## src/rtl/match_run_monitor.sv

```systemverilog
// Registered statistics/alarm stage behind the 00/11 detector: counts match runs, tracks run lengths, sticky alarm.
// Build option: define MATCH_RUN_SAT_EN to saturate hit_cnt/run_len instead of wrapping.
module match_run_monitor #(
  parameter int CNT_W  = 8,
  parameter int RUN_TH = 3
) (
  input  logic             clk,
  input  logic             rst,
  input  logic             z,
  input  logic             clr,
  output logic [CNT_W-1:0] hit_cnt,
  output logic [CNT_W-1:0] run_len,
  output logic [CNT_W-1:0] max_run,
  output logic             rise_pulse,
  output logic             alarm
);

  typedef enum logic [1:0] {IDLE, RUN, ALARM} state_t;

  localparam logic [CNT_W-1:0] CNT_MAX = '1;
  localparam logic [CNT_W-1:0] TH      = CNT_W'(RUN_TH);

  state_t           state, state_nx;
  logic             z_q;
  logic             rise;
  logic [CNT_W-1:0] run_nx, hit_nx, max_nx;

  function automatic logic [CNT_W-1:0] inc(input logic [CNT_W-1:0] v);
`ifdef MATCH_RUN_SAT_EN
    return (v == CNT_MAX) ? v : v + CNT_W'(1);
`else
    return v + CNT_W'(1);
`endif
  endfunction

  always_comb begin
    rise     = z & ~z_q;
    run_nx   = z ? inc(run_len) : '0;
    hit_nx   = rise ? inc(hit_cnt) : hit_cnt;
    max_nx   = (run_nx > max_run) ? run_nx : max_run;
    state_nx = state;
    unique case (state)
      IDLE:    if (z) state_nx = (run_nx == TH) ? ALARM : RUN;
      RUN:     if (!z) state_nx = IDLE;
               else if (run_nx == TH) state_nx = ALARM;
      ALARM:   state_nx = ALARM;  // sticky; only rst/clr leave
      default: state_nx = IDLE;
    endcase
  end

  always_ff @(posedge clk) begin
    if (rst || clr) begin
      state      <= IDLE;
      z_q        <= 1'b0;
      hit_cnt    <= '0;
      run_len    <= '0;
      max_run    <= '0;
      rise_pulse <= 1'b0;
      alarm      <= 1'b0;
    end else begin
      state      <= state_nx;
      z_q        <= z;
      hit_cnt    <= hit_nx;
      run_len    <= run_nx;
      max_run    <= max_nx;
      rise_pulse <= rise;
      alarm      <= (state_nx == ALARM);
    end
  end

endmodule

```

## config.mk

```make
export PLATFORM = sky130hd
export DESIGN_NAME = match_run_monitor
export DESIGN_NICKNAME = d
export VERILOG_FILES = /design/src/rtl/match_run_monitor.sv
export SDC_FILE = /design/constraint.sdc
export NUM_CORES = 1
export LEC_CHECK = 0
export CAP_MARGIN = 20
export CORE_MARGIN = 4
export CORE_UTILIZATION = 30
export DETAILED_ROUTE_END_ITERATION = 8
export GPL_TIMING_DRIVEN = 1
export HOLD_SLACK_MARGIN = 0.15
export PLACE_DENSITY_LB_ADDON = 0.15
export SLEW_MARGIN = 30
export SYNTH_ARGS = -nofsm -noshare
export SYNTH_HDL_FRONTEND = slang
export SYNTH_SLANG_ARGS = --single-unit
```

## constraint.sdc

```tcl
create_clock -name clk -period 8.25 [get_ports clk]
set_input_delay 2.475 -clock clk [delete_from_list [all_inputs] [get_ports clk]]
set_output_delay 2.475 -clock clk [all_outputs]
set_load 0.01 [all_outputs]
```

---- Word-level counts from Yosys, hierarchy flattened ----
Index checks and enable logic that the tools add are counted.
operators by class
  add/sub/neg operators ................... 2
  $lt $le $gt $ge ......................... 1
  eq/ne operators ......................... 4
  mux-type cells .......................... 6
  bitwise operators ....................... 2
  reductions and logical operators ........ 2
operator list
  kind                                                             count
  8-bit by 1-bit adder with 8-bit output, second input constant    2
  8-bit by 2-bit == test with 1-bit output, second input constant  1
  8-bit greater-than comparator                                    1
  2-bit two-way mux                                                4
  8-bit two-way mux                                                1
  2-bit case mux with 3 select lines                               1
  2-bit == test, second input constant                             2
  2-bit by 1-bit == test with 1-bit output, second input constant  1
  2-bit logical NOT                                                1
  1-bit bitwise AND                                                1
  1-bit logical OR                                                 1
  1-bit inverter                                                   1
storage, ports and cells
  flip-flop bits (word level) ............. 29
  bits of input ports ..................... 4
  output and inout bits ................... 26
  logic and storage cells ................. 24

---- Depth between registers and ports, before layout ----
  depth after elaboration ................. 7
  gate-level depth with buffers ........... 11
  depth with buffers taken out ............ 10

---- Least setup slack after synthesis ----
Ideal clock, no wire load.
  path kind ............................... input port to flip-flop
  start ................................... input port z
  end ..................................... register max_run[0]
  data arrival time ....................... 4363 ps
  required time ........................... 8163 ps
  path slack .............................. 3800 ps
  stages on the path ...................... 10
  buffers on the path ..................... 2
  cells stage by stage .................... clkbuf_1 nand2b_1 mux2i_1 ha_1 a21oi_1 o21ai_0 o211ai_1 clkbuf_1 nand3_1 o31ai_1
on the way
  cells in the longest elaborated chain, start to end .. 2
RTL lines
  element                        RTL line  RTL
  start, declared                9         input logic z,
  8-bit two-way mux              38        run_nx = z ? inc(run_len) : '0;
  net run_nx[7]                  26        logic [CNT_W-1:0] run_nx, hit_nx, max_nx;
  8-bit greater-than comparator  40        max_nx = (run_nx > max_run) ? run_nx : max_run;
  end signal, assigned           65        max_run <= max_nx;
  end, declared                  13        output logic [CNT_W-1:0] max_run,
The timed path passes the listed nets, and every way through them passes these cells.
A chain may end at the register's enable or synchronous reset.

---- Worst setup path after layout ----
  start ................................... input port z
  end ..................................... register max_run[6]
The elaborated chain is that of the path after synthesis.

==> impl_metrics.csv <==
group,metric,value,unit
clock_tree,cts_num_sinks,29,
sta,finalCritPeriodShare,58.40,%
logic_synthesis,syn_inst,165,
grt,grt.overflow.total,0,
route,wirelength,3253,um
finish,syn_to_final_growth,30.76,%
sta,clock.fmax,207.6,MHz
worst_setup_path,worst-setup-path-type,"input pin to flip-flop",
power,power_density,149.2,nW/um^2
clock_tree,cts-resized-gates,0,
finish,fin_nets,212,
die,die_y,76.20,um
die,rows,24,
route,dr.pass1.iters,4,
grt,grt_max_degree,17,
route,vias,1205,
clock_tree,ctsHoldBuffers,0,
die,dieWidth,76.20,um
grt,grt_pass1_wl,5347,um
logic_synthesis,synth_cell_types,30,
route,wire_per_inst,12.96,um
placement,portBuffers,29,
die,io_pins,30,
sta,min_period,4.818,ns
clock_tree,cts_buffers,5,
finish,drive_above_1_share,6.533,%
worst_setup_path,arrival,5.02,ns
route,final_antenna_net_count,0,
grt,antenna_found_initial,0,
sta,hold_viol_final,0,
clock_tree,cts_tree,"yes",
logic_synthesis,yosysWarnings,0,
logic_synthesis,ys_seq_area_share,41.61,%
clock_tree,clockBufferDepth,2,
flow_run,maxCapViolCount,0,
logic_synthesis,synthesis.area,1395,um^2
finish,layout_common_cells,"29 x dfxtp_1, 29 x clkdlybuf4s50_1, 19 x nand2_1, 19 x inv_1",
clock_tree,cts_setup_buffers,0,
clock_tree,root_buffer,"clkbuf_8",
grt,grt_pass1_vias,1174,
clock_tree,clkTransAtPathRegs,0.06,ns
clock_tree,clk_latency,0.28,ns
worst_setup_path,worstSetupStartpointType,"input pin",
die,dieArea,5806,um^2
placement,gp_congestion,0.8041,
power,peakVddDrop,0.08672,mV
sta,max_slew_margin,62.27,%
worst_hold_path,hold_path.class,"flip-flop to flip-flop",
placement,dp_hpwl,2510,um
logic_synthesis,ys_ff_latch,29,
finish,num_antenna_cells,0,
worst_setup_path,path_max_fanout,14,
power,power_leakage,0.7594,nW
sta,drv_slew,0,
sta,setup-tns-final,0,ns
route,via_per_inst,4.801,
finish,fin_util,41.33,%
worst_setup_path,cp.required,8.46,ns
worst_setup_path,crit_path_end_kind,"flip-flop",
die,core,4414,um^2
run_status,run_status,"complete, no violations",
clock_tree,htree_levels,2,
sta,rsz0062_at_grt,"no",
route,detail_route.iter0.violations,45,
logic_synthesis,avgSynthCellArea,8.455,um^2
route,drc_errors,0,
grt,grtUsageTotal,11.27,%
die,start_util,31.60,%
sta,worst_pin_slew,0.5653,ns
logic_synthesis,syn_nets,179,
sta,fin_skew,0.004976,ns
sta,setup_violations,0,
## final timing paths
path / startpoint / to / slack, ns / cells after the start
max: z / max_run[6] / 3.43 / 10
min: z_q / rise_pulse / 0.42 / 1
max reg2reg: run_len[2] / max_run[6] / 5.45 / 10
min reg2reg: z_q / rise_pulse / 0.42 / 1
## cells by family (layout without fill, tap and decap cells)
kind of cell	after synthesis	after routing	synth area share, %
AND/OR/NAND/NOR	67	67	24.04
flip-flops	29	29	41.61
AO/OA/AOI/OAI	24	24	11.21
buffers and inverters	23	57	6.278
adder cells (fa/ha/maj)	10	10	8.969
XOR/XNOR	8	8	5.023
multiplexers	4	4	2.870
## synthesized netlist by cell type
cell type,instances,area (um^2)
a211oi_2,1,12.51
a21oi_1,6,30.03
a32o_1,2,20.02
and2_1,4,25.02
and3_1,2,12.51
and3_4,1,11.26
and4_2,1,10.01
buf_2,1,5.000
clkbuf_1,3,11.26
dfxtp_1,29,580.6
ha_1,10,125.1
inv_1,19,71.32
mux2i_1,4,40.04
nand2_1,19,71.32
nand2b_1,4,25.02
nand3_1,11,55.05
nand4_1,5,31.28
nor2_1,12,45.04
nor2b_1,1,6.260
nor3_1,2,10.01
o211ai_1,2,15.01
o21ai_0,9,45.04
o221ai_1,1,8.760
o311a_1,1,10.01
o31ai_1,2,15.01
or2_2,1,6.260
or3_1,3,18.77
or4_1,1,7.510
xnor2_1,3,26.28
xor2_1,5,43.79
## power breakdown
group          internal [mW]  switching [mW]
Clock                 0.0583          0.0535
Sequential             0.142         0.00139
Combinational        0.00694          0.0104
## final cells by class
class,instances,area (um^2)
Tap cell,52,65.06
Sequential cell,29,580.6
Timing Repair Buffer,30,295.3
Fill cell,447,2590
Multi-Input combinational cell,113,729.5
Clock buffer,6,72.57
Clock inverter,2,10.01
Inverter,19,71.32
## flip-flops by register name, summed over array words and instances, names as in the netlist
register    flops
hit_cnt         8
alarm           1
run_len         8
rise_pulse      1
max_run         8
state           2
z_q             1
## layer usage
metal | share of wire, % | GRT usage [%] | vias up
met5 | 0 | 0 | -
met4 | 1.3 | 3.671 | 0
met3 | 5.2 | 3.783 | 4
met2 | 46 | 18.84 | 36
met1 | 47 | 13.51 | 538
li1 | - | - | 627
## metrics by stage
stage | total power, mW | worst slack [ns] | std cells | hold slack, ns | instance area (um^2)
global placement | 0.1623 | 3.016 | 242 | 0.4101 | 1734
detailed placement | 0.1627 | 2.850 | 242 | 0.4207 | 1734
floorplan | 0.1564 | 3.800 | 165 | 0.3932 | 1395
CTS | 0.2755 | 3.147 | 250 | 0.4301 | 1817
finish | 0.2722 | 3.432 | 251 | 0.4233 | 1824
global route | 0.2821 | 3.146 | 251 | 0.4611 | 1824
## critical path, cell delays in order
cell and delay [ns]:
clkdlybuf4s50_1 0.73, nand2b_1 0.10, mux2i_1 0.26, ha_1 0.32, a21oi_1 0.18, o21ai_0 0.12, o211ai_1 0.36, buf_2 0.29
nand3_1 0.10, o21ai_0 0.09
Note: power is estimated with default switching activity, not from simulation.
